--- config.mk ---
export PLATFORM = sky130hd
export DESIGN_NAME = uart_tx_fifo_ctrl_flat
export DESIGN_NICKNAME = d
export VERILOG_FILES = /design/src/rtl/uart_tx_fifo_ctrl_if.sv /design/src/rtl/uart_tx_fifo_ctrl.sv /design/src/flat_wrapper.sv
export SDC_FILE = /design/constraint.sdc
export NUM_CORES = 1
export LEC_CHECK = 0
export CAP_MARGIN = 20
export CORE_MARGIN = 5
export CORE_UTILIZATION = 30
export CTS_CLUSTER_DIAMETER = 150
export DETAILED_ROUTE_END_ITERATION = 8
export GPL_TIMING_DRIVEN = 0
export HOLD_SLACK_MARGIN = 0.05
export PLACE_DENSITY_LB_ADDON = 0.15
export SLEW_MARGIN = 5
export SYNTH_ARGS = -nofsm -noshare
export SYNTH_HDL_FRONTEND = slang
export SYNTH_SLANG_ARGS = --single-unit
--- constraint.sdc ---
create_clock -name clk -period 3.1 [get_ports clk]
set_input_delay 0.62 -clock clk [delete_from_list [all_inputs] [get_ports clk]]
set_output_delay 0.62 -clock clk [all_outputs]
set_load 0.01 [all_outputs]
--- src/rtl/uart_tx_fifo_ctrl_if.sv ---
// Signal bundle between the host/transmitter side and the UART transmit FIFO controller.
// The master drives the host and transmitter requests; the slave is the controller.
interface uart_tx_fifo_ctrl_if #(
  parameter int DEPTH = 16
);
  localparam int LW = $clog2(DEPTH) + 1;

  logic          wr;
  logic [7:0]    wdata;
  logic          fifo_en;
  logic          tx_fifo_rst;
  logic          ier_etbei;
  logic          iir_rd_thri;
  logic          pop;
  logic          sreg_empty;
  logic [7:0]    din;
  logic          thre;
  logic          temt;
  logic          thr_irq;
  logic          wr_ovf;
  logic [LW-1:0] level;

  modport master (
    output wr, wdata, fifo_en, tx_fifo_rst, ier_etbei, iir_rd_thri, pop, sreg_empty,
    input  din, thre, temt, thr_irq, wr_ovf, level
  );

  modport slave (
    input  wr, wdata, fifo_en, tx_fifo_rst, ier_etbei, iir_rd_thri, pop, sreg_empty,
    output din, thre, temt, thr_irq, wr_ovf, level
  );
endinterface

--- src/rtl/uart_tx_fifo_ctrl.sv ---
// UART transmit FIFO: buffers THR writes, hands the head character to the shift engine,
// retires one entry per pop rising edge and produces THRE/TEMT and the THR-empty interrupt.
module uart_tx_fifo_ctrl #(
  parameter int DEPTH = 16
) (
  input logic               clk,
  input logic               rst,
  uart_tx_fifo_ctrl_if.slave bus
);
  localparam int AW = $clog2(DEPTH);
  localparam int LW = AW + 1;

  logic [7:0]    mem_q [DEPTH];
  logic [AW-1:0] rd_ptr_q, rd_ptr_d;
  logic [AW-1:0] wr_ptr_q, wr_ptr_d;
  logic [LW-1:0] level_q, level_d;
  logic [LW-1:0] cap_s;
  logic          pop_q;
  logic          fifo_en_q;
  logic          ier_q;
  logic          thre_q, thre_d;
  logic          thre_prev_q;
  logic          thr_irq_q, thr_irq_d;
  logic          wr_ovf_q, wr_ovf_d;
  logic          pop_rise_s, flush_s, pop_ok_s, full_s, wr_ok_s;
  logic          irq_set_s, irq_clr_s;

  // Next-state computation for pointers, occupancy, overflow and interrupt.
  always_comb begin
    pop_rise_s = bus.pop & ~pop_q;
    flush_s    = bus.tx_fifo_rst | (bus.fifo_en != fifo_en_q);
    cap_s      = bus.fifo_en ? LW'(DEPTH) : LW'(1);
    pop_ok_s   = ~flush_s & pop_rise_s & (level_q != '0);
    // A retire on the same edge frees a slot before the full decision is made.
    full_s     = (level_q == cap_s) & ~pop_ok_s;
    wr_ok_s    = ~flush_s & bus.wr & ~full_s;
    wr_ovf_d   = ~flush_s & bus.wr & full_s;

    rd_ptr_d = rd_ptr_q;
    wr_ptr_d = wr_ptr_q;
    level_d  = level_q;
    if (flush_s) begin
      rd_ptr_d = '0;
      wr_ptr_d = '0;
      level_d  = '0;
    end else begin
      if (pop_ok_s) begin
        rd_ptr_d = rd_ptr_q + AW'(1);
      end else begin
        rd_ptr_d = rd_ptr_q;
      end
      if (wr_ok_s) begin
        wr_ptr_d = wr_ptr_q + AW'(1);
      end else begin
        wr_ptr_d = wr_ptr_q;
      end
      if (wr_ok_s && !pop_ok_s) begin
        level_d = level_q + LW'(1);
      end else if (!wr_ok_s && pop_ok_s) begin
        level_d = level_q - LW'(1);
      end else begin
        level_d = level_q;
      end
    end
    thre_d = (level_d == '0);

    // Set on a registered-THRE rise, or on enable rise while already empty; clear wins.
    irq_set_s = bus.ier_etbei & thre_q & (~thre_prev_q | ~ier_q);
    irq_clr_s = wr_ok_s | bus.iir_rd_thri | ~bus.ier_etbei;
    if (irq_clr_s) begin
      thr_irq_d = 1'b0;
    end else if (irq_set_s) begin
      thr_irq_d = 1'b1;
    end else begin
      thr_irq_d = thr_irq_q;
    end
  end

  // Control and status registers.
  always_ff @(posedge clk or posedge rst) begin
    if (rst) begin
      rd_ptr_q    <= '0;
      wr_ptr_q    <= '0;
      level_q     <= '0;
      pop_q       <= 1'b0;
      fifo_en_q   <= 1'b0;
      ier_q       <= 1'b0;
      thre_q      <= 1'b1;
      thre_prev_q <= 1'b1;
      thr_irq_q   <= 1'b0;
      wr_ovf_q    <= 1'b0;
    end else begin
      rd_ptr_q    <= rd_ptr_d;
      wr_ptr_q    <= wr_ptr_d;
      level_q     <= level_d;
      pop_q       <= bus.pop;
      fifo_en_q   <= bus.fifo_en;
      ier_q       <= bus.ier_etbei;
      thre_q      <= thre_d;
      thre_prev_q <= thre_q;
      thr_irq_q   <= thr_irq_d;
      wr_ovf_q    <= wr_ovf_d;
    end
  end

  // Character storage; contents are deliberately left unreset.
  always_ff @(posedge clk) begin
    if (wr_ok_s) begin
      mem_q[wr_ptr_q] <= bus.wdata;
    end
  end

  assign bus.din     = (level_q != '0) ? mem_q[rd_ptr_q] : 8'h00;
  assign bus.thre    = thre_q;
  assign bus.temt    = thre_q & bus.sreg_empty;
  assign bus.thr_irq = thr_irq_q;
  assign bus.wr_ovf  = wr_ovf_q;
  assign bus.level   = level_q;
endmodule

--- src/flat_wrapper.sv ---
// flat-port wrapper written by rule: the top's interface ports become plain ports
module uart_tx_fifo_ctrl_flat 
#(
  parameter int DEPTH = 16
)
  (clk, rst, bus_wr, bus_wdata, bus_fifo_en, bus_tx_fifo_rst, bus_ier_etbei, bus_iir_rd_thri, bus_pop, bus_sreg_empty, bus_din, bus_thre, bus_temt, bus_thr_irq, bus_wr_ovf, bus_level);
  uart_tx_fifo_ctrl_if #(.DEPTH(DEPTH)) bus_i ();
  input logic clk;
  input logic rst;
  input wire logic [$bits(bus_i.wr)-1:0] bus_wr;
  input wire logic [$bits(bus_i.wdata)-1:0] bus_wdata;
  input wire logic [$bits(bus_i.fifo_en)-1:0] bus_fifo_en;
  input wire logic [$bits(bus_i.tx_fifo_rst)-1:0] bus_tx_fifo_rst;
  input wire logic [$bits(bus_i.ier_etbei)-1:0] bus_ier_etbei;
  input wire logic [$bits(bus_i.iir_rd_thri)-1:0] bus_iir_rd_thri;
  input wire logic [$bits(bus_i.pop)-1:0] bus_pop;
  input wire logic [$bits(bus_i.sreg_empty)-1:0] bus_sreg_empty;
  output wire logic [$bits(bus_i.din)-1:0] bus_din;
  output wire logic [$bits(bus_i.thre)-1:0] bus_thre;
  output wire logic [$bits(bus_i.temt)-1:0] bus_temt;
  output wire logic [$bits(bus_i.thr_irq)-1:0] bus_thr_irq;
  output wire logic [$bits(bus_i.wr_ovf)-1:0] bus_wr_ovf;
  output wire logic [$bits(bus_i.level)-1:0] bus_level;
  assign bus_i.wr = bus_wr;
  assign bus_i.wdata = bus_wdata;
  assign bus_i.fifo_en = bus_fifo_en;
  assign bus_i.tx_fifo_rst = bus_tx_fifo_rst;
  assign bus_i.ier_etbei = bus_ier_etbei;
  assign bus_i.iir_rd_thri = bus_iir_rd_thri;
  assign bus_i.pop = bus_pop;
  assign bus_i.sreg_empty = bus_sreg_empty;
  assign bus_din = bus_i.din;
  assign bus_thre = bus_i.thre;
  assign bus_temt = bus_i.temt;
  assign bus_thr_irq = bus_i.thr_irq;
  assign bus_wr_ovf = bus_i.wr_ovf;
  assign bus_level = bus_i.level;
  uart_tx_fifo_ctrl #(.DEPTH(DEPTH)) u_core (.clk(clk), .rst(rst), .bus(bus_i));
endmodule
==> Word-level counts from Yosys, hierarchy flattened <==
Memory sizes are Yosys's and may differ from the RTL's.
Index checks and enable logic that the tools add are counted.
{ "totals": {"register_bits": 20, "ramBits": 128, "input_bits": 17, "output_inout_bits": 17, "elab_cells": 60, "memories": 1} }
{ "op_classes": {"n_addsub": 4, "n_eq_ne": 2, "n_mux": 13, "bitwise_logic": 21, "reduce_logical": 9} }
{ "memory_table": {"columns": ["memory", "words", "width", "read_ports", "rd_ports_with_merged_regs", "write_ports", "line_no", "source"], "rows": [
  ["u_core.mem_q", 16, 8, 1, 0, 1, "uart_tx_fifo_ctrl.sv:13", "logic [7:0] mem_q [DEPTH];"]
]} }
{ "ops": {"columns": ["op", "count"], "rows": [
  ["5-bit 2-to-1 mux", 4],
  ["4-bit 2-to-1 mux", 4],
  ["1-bit bitwise AND", 10],
  ["4-bit by 1-bit adder with 4-bit output, second input constant", 2],
  ["8-bit 2-to-1 mux", 1],
  ["1-bit NOT", 7],
  ["2-bit nonzero test", 3],
  ["5-bit by 1-bit adder with 5-bit output, second input constant", 1],
  ["5-bit == test", 1],
  ["5-bit logical NOT", 1],
  ["5-bit nonzero test", 1],
  ["5-bit by 1-bit subtractor with 5-bit output, second input constant", 1],
  ["1-bit 2-to-1 mux", 4],
  ["1-bit OR", 4],
  ["1-bit logical AND", 2],
  ["1-bit logical NOT", 2],
  ["1-bit inequality test", 1]
]} }

==> Longest topological paths before layout <==
{ "depth": {"ltp_word": 15, "depth_mapped": 8, "depth_no_buf": 7} }

==> Worst setup path after synthesis <==
No wires, ideal clock.
{ "synth_path": {"path_kind": "register to output", "start": "register u_core.rd_ptr_q[0]", "end": "output bus_din[0]", "arrival_ns": 1.888, "t_required_ns": 2.480, "slack_ns": 0.592, "stages_incl_launch_ff": 6, "n_path_buf": 2, "cell_sequence": "dfrtp_1 buf_2 buf_4 mux4_2 mux4_2 and2_1"} }
{ "synth_between": {"elab_chain_cells": 2} }
{ "synth_lines": {"columns": ["element", "line_no", "source"], "rows": [
  ["from (decl)", "uart_tx_fifo_ctrl.sv:14", "logic [AW-1:0] rd_ptr_q, rd_ptr_d;"],
  ["from (signal assigned)", "uart_tx_fifo_ctrl.sv:93", "rd_ptr_q <= rd_ptr_d;"],
  ["memory read 16 x 8 bit", null, null],
  ["8-bit 2-to-1 mux", "uart_tx_fifo_ctrl.sv:113", "assign bus.din = (level_q != '0) ? mem_q[rd_ptr_q] : 8'h00;"],
  ["to (decl)", "flat_wrapper.sv:18", "output wire logic [$bits(bus_i.din)-1:0] bus_din;"]
]} }
No other way between the ends.

==> Worst setup path in the final report <==
{ "layout_path": {"start": "register u_core.rd_ptr_q[0]", "end": "output bus_din[5]"} }
Same word-level chain as after synthesis.

==> results.sh <==
export IMPL_yosys_warnings=0
export IMPL_vias_per_cell=4.79
export IMPL_n_antenna_cell=0
export IMPL_setup_tns_ns=-0.122
export IMPL_rsz0062_at_grt="true"
export IMPL_final_cells=673
export IMPL_clock_skew_ns=0.00917
export IMPL_numCtsBuffers=17
export IMPL_worstSkewPairLatency_ns=0.42
export IMPL_synth_cells=326
export IMPL_die_w_um=153
export IMPL_track_usage=0.117
export IMPL_boundaryPins=34
export IMPL_syn_to_final_growth_pct=24.0
export IMPL_worstSetupPathType="flip-flop to output pin"
export IMPL_fillerInstances=1834
export IMPL_seq_area_frac_synth=0.706
export IMPL_endpoint_kind="output pin"
export IMPL_slew_viol_final=0
export IMPL_clock_sinks=148
export IMPL_reg2reg_slack_ns=0.30
export IMPL_grt_pass1_vias=3361
export IMPL_cp_max_fo=4
export IMPL_setup_violations=3
export IMPL_cts_tree="done"
export IMPL_wl_per_cell_um=19.6
export IMPL_drive_above_1_share=0.323
export IMPL_cp_cell_sequence="buf_6, buf_6, buf_12, buf_6, mux4_2, mux4_2, and2_4, buf_6"
export IMPL_crit_path_frequent_cell="buf_6"
export IMPL_critPathMaxStageDelay_ns=0.50
export IMPL_startpoint="u_core.rd_ptr_q[0]$_DFFE_PP0P_"
export IMPL_dpl_hpwl_um=9110
export IMPL_start_util=0.304
export IMPL_nets=414
export IMPL_p_per_area_nw_per_um2=567
export IMPL_cp_data_required_time_ns=2.48
export IMPL_critPathBufInv=5
export IMPL_violations="setup timing"
export IMPL_cp_top_family="multiplexers"
export IMPL_fin_crit_sh=1.02
export IMPL_die_area_um2=23500
export IMPL_peakVddDrop_mv=0.375
export IMPL_seq_power_share=0.507
export IMPL_max_clock_freq_mhz=316
export IMPL_clk_pin_slew_ns=0.06
export IMPL_hold_viol=0
export IMPL_r2r_start="u_core.bus.level[0]$_DFF_PP0_"
export IMPL_async_reset_ff_frac=0.135
export IMPL_final_util=0.377
export IMPL_first_pass_iters=4
export IMPL_synth_ff_latch_count=148
export IMPL_grt_overflow_total=0
export IMPL_io_buffers=33
export IMPL_num_vias=3222
export IMPL_p_sw_frac=0.226
export IMPL_status="finished, violations left"
export IMPL_clockRootBuffer="clkbuf_16"
export IMPL_hold_buffers=0
export IMPL_hold_slack_ns=0.394
export IMPL_pwr_share_comb=0.059
export IMPL_grt_pass1_wl_um=20400
export IMPL_postSynthAreaPerCell_um2=18.9
export IMPL_rows=52
export IMPL_p_int_mw=3.35
export IMPL_routed_wirelength_um=13200
export IMPL_chipHeight_um=153
export IMPL_power_switching_mw=0.981
export IMPL_place_ws_ns=-0.504
export IMPL_max_slew_worst_pin_slew_ns=0.781
export IMPL_htreeDepth=4
export IMPL_synth_cell_type_count=50
export IMPL_synthFlopType="edfxtp_1"
export IMPL_ant_nets=0
export IMPL_max_slew_margin=0.479
export IMPL_dp_cells=629
export IMPL_routabilityCongestion=0.784
export IMPL_worstPathArrival_ns=2.54
export IMPL_crit_path_start_kind="flip-flop"
export IMPL_synth_edf_count=128
export IMPL_syn_nets=350
export IMPL_hp_start="u_core.bus.thre$_DFF_PP1_"
export IMPL_period_minus_slack_ns=3.16
export IMPL_grt_max_degree=21
export IMPL_worst_slack_ns=-0.0601
export IMPL_syn_area_um2=6160
export IMPL_core_area_um2=20200
export IMPL_antenna_found_initial=0
export IMPL_hp_class="flip-flop to flip-flop"
export IMPL_p_leak_nw=2.54
export IMPL_route_detailed_drc=0
export IMPL_first_iter_violations=275
export IMPL_crit_path_top_delay_cell="mux4_2"
export IMPL_clockBufferDepth=2
export IMPL_drv_cap=0
export IMPL_pwr_share_clk=0.434
==> final cells by class <==
| type | count | area [µm²] | area share |
|---|---|---|---|
| buffer | 12 | 105 | 0.0138 |
| clock buffer | 18 | 429 | 0.0562 |
| clock inverter | 14 | 123 | 0.0161 |
| inverter | 7 | 26.3 | 0.00344 |
| multi-input combinational | 157 | 1750 | 0.229 |
| sequential | 148 | 4350 | 0.569 |
| tap | 270 | 338 | 0.0442 |
| timing repair buffer | 47 | 522 | 0.0683 |
==> cell families (layout without fill, tap and decap cells) <==
group,Yosys count,in the layout,synth area share
multiplexers,43,43,0.151
adder cells (fa/ha/maj),7,7,0.0142
AO/OA/AOI/OAI,26,26,0.0299
AND/OR/NAND/NOR,75,75,0.0741
flip-flops,148,148,0.706
buffers and inverters,21,98,0.0163
XOR/XNOR,6,6,0.00853
==> placed cells by master (no fill, tap or decap), drive strengths merged, types with 3 or more instances in the layout <==
| master | n |
|---|---|
| edfxtp | 128 |
| mux4 | 40 |
| buf | 30 |
| clkdlybuf4s50 | 25 |
| clkbuf | 22 |
| and2 | 22 |
| dfrtp | 18 |
| inv | 12 |
| nand2 | 10 |
| nor2 | 10 |
| a21oi | 7 |
| ha | 7 |
| nor3 | 6 |
| and3 | 5 |
| clkinvlp | 5 |
| nand2b | 4 |
| clkinv | 4 |
| xor2 | 3 |
| xnor2 | 3 |
| nand4 | 3 |
| a31oi | 3 |
| nor4 | 3 |
| o21ai | 3 |
==> final timing paths <==
kind | end | cells past startpoint
setup / recovery | bus_din[5] | 8
hold / removal | u_core.thre_prev_q$_DFF_PP1_ | 0
setup reg to reg | u_core.mem_q[7][7]$_DFFE_PP_ | 7
hold reg to reg | u_core.thre_prev_q$_DFF_PP1_ | 0
max in group asynchronous | u_core.rd_ptr_q[1]$_DFFE_PP0P_ | 2
min in group asynchronous | u_core.bus.level[4]$_DFF_PP0_ | 2
==> sequential cells by signal (all words and copies together) (netlist names) <==
signal              flops
u_core.bus.level        5
u_core.rd_ptr_q         4
u_core.mem_q          128
u_core.wr_ptr_q         4
u_core.bus.thre         1
u_core.bus.wr_ovf       1
u_core.fifo_en_q        1
u_core.pop_q            1
u_core.ier_q            1
u_core.bus.thr_irq      1
u_core.thre_prev_q      1
==> what timing repair did <==
action / 4_1_cts / 5_1_grt
setup endpoints to repair: 72 / 72
buffers inserted: 13 / 0
gates cloned: 2 / 0
pin swaps: 4 / 0
gates resized for setup: 68 / 14
==> power by group through the flow <==
stage	Sequential [mW]	Combinational, mW	Clock, mW
after floorplan	2.24	0.111	0
after global placement	2.24	0.227	0
after detailed placement	2.24	0.230	0
after CTS	2.20	0.254	1.93
after global routing	2.20	0.276	2.01
final	2.20	0.255	1.88
==> synth_stat cells (all sizes together) (2+ instances only) <==
| cell | n | share of area |
|---|---|---|
| nand2 | 10 | 0.0061 |
| mux2i | 2 | 0.0033 |
| mux4 | 40 | 0.15 |
| ha | 7 | 0.014 |
| or3b | 2 | 0.0028 |
| a21oi | 7 | 0.0057 |
| and2 | 22 | 0.022 |
| buf | 9 | 0.0089 |
| xnor2 | 3 | 0.0043 |
| nor4 | 3 | 0.0041 |
| clkbuf | 5 | 0.0030 |
| nand2b | 4 | 0.0041 |
| a31oi | 3 | 0.0030 |
| dfrtp | 18 | 0.073 |
| a211oi | 2 | 0.0024 |
| and3 | 5 | 0.0051 |
| o211a | 2 | 0.0033 |
| xor2 | 3 | 0.0043 |
| nand3 | 2 | 0.0024 |
| o21ai | 3 | 0.0030 |
| a2111oi | 2 | 0.0030 |
| nor2 | 10 | 0.0061 |
| edfxtp | 128 | 0.62 |
| nand4 | 3 | 0.0030 |
| inv | 7 | 0.0043 |
| dfstp | 2 | 0.0085 |
| nor3 | 6 | 0.0049 |
| nor4b | 2 | 0.0053 |
==> stage by stage <==
stage / power [mW] / cell area, µm²
2_1_floorplan: 2.35 / 6160
3_3_place_gp: 2.46 / 6830
3_5_place_dp: 2.47 / 6830
4_1_cts: 4.38 / 7650
5_1_grt: 4.49 / 7640
6_report: 4.33 / 7640
==> per-layer routing <==
layer / GRT usage / up-vias / wire length, µm
met5: 0 / - / 0
met1: 0.158 / 1683 / 5990
met3: 0.0336 / 11 / 572
met4: 0.0433 / 0 / 135
met2: 0.182 / 84 / 6480
li1: - / 1444 / -
Note: power is estimated with default switching activity, not from simulation.
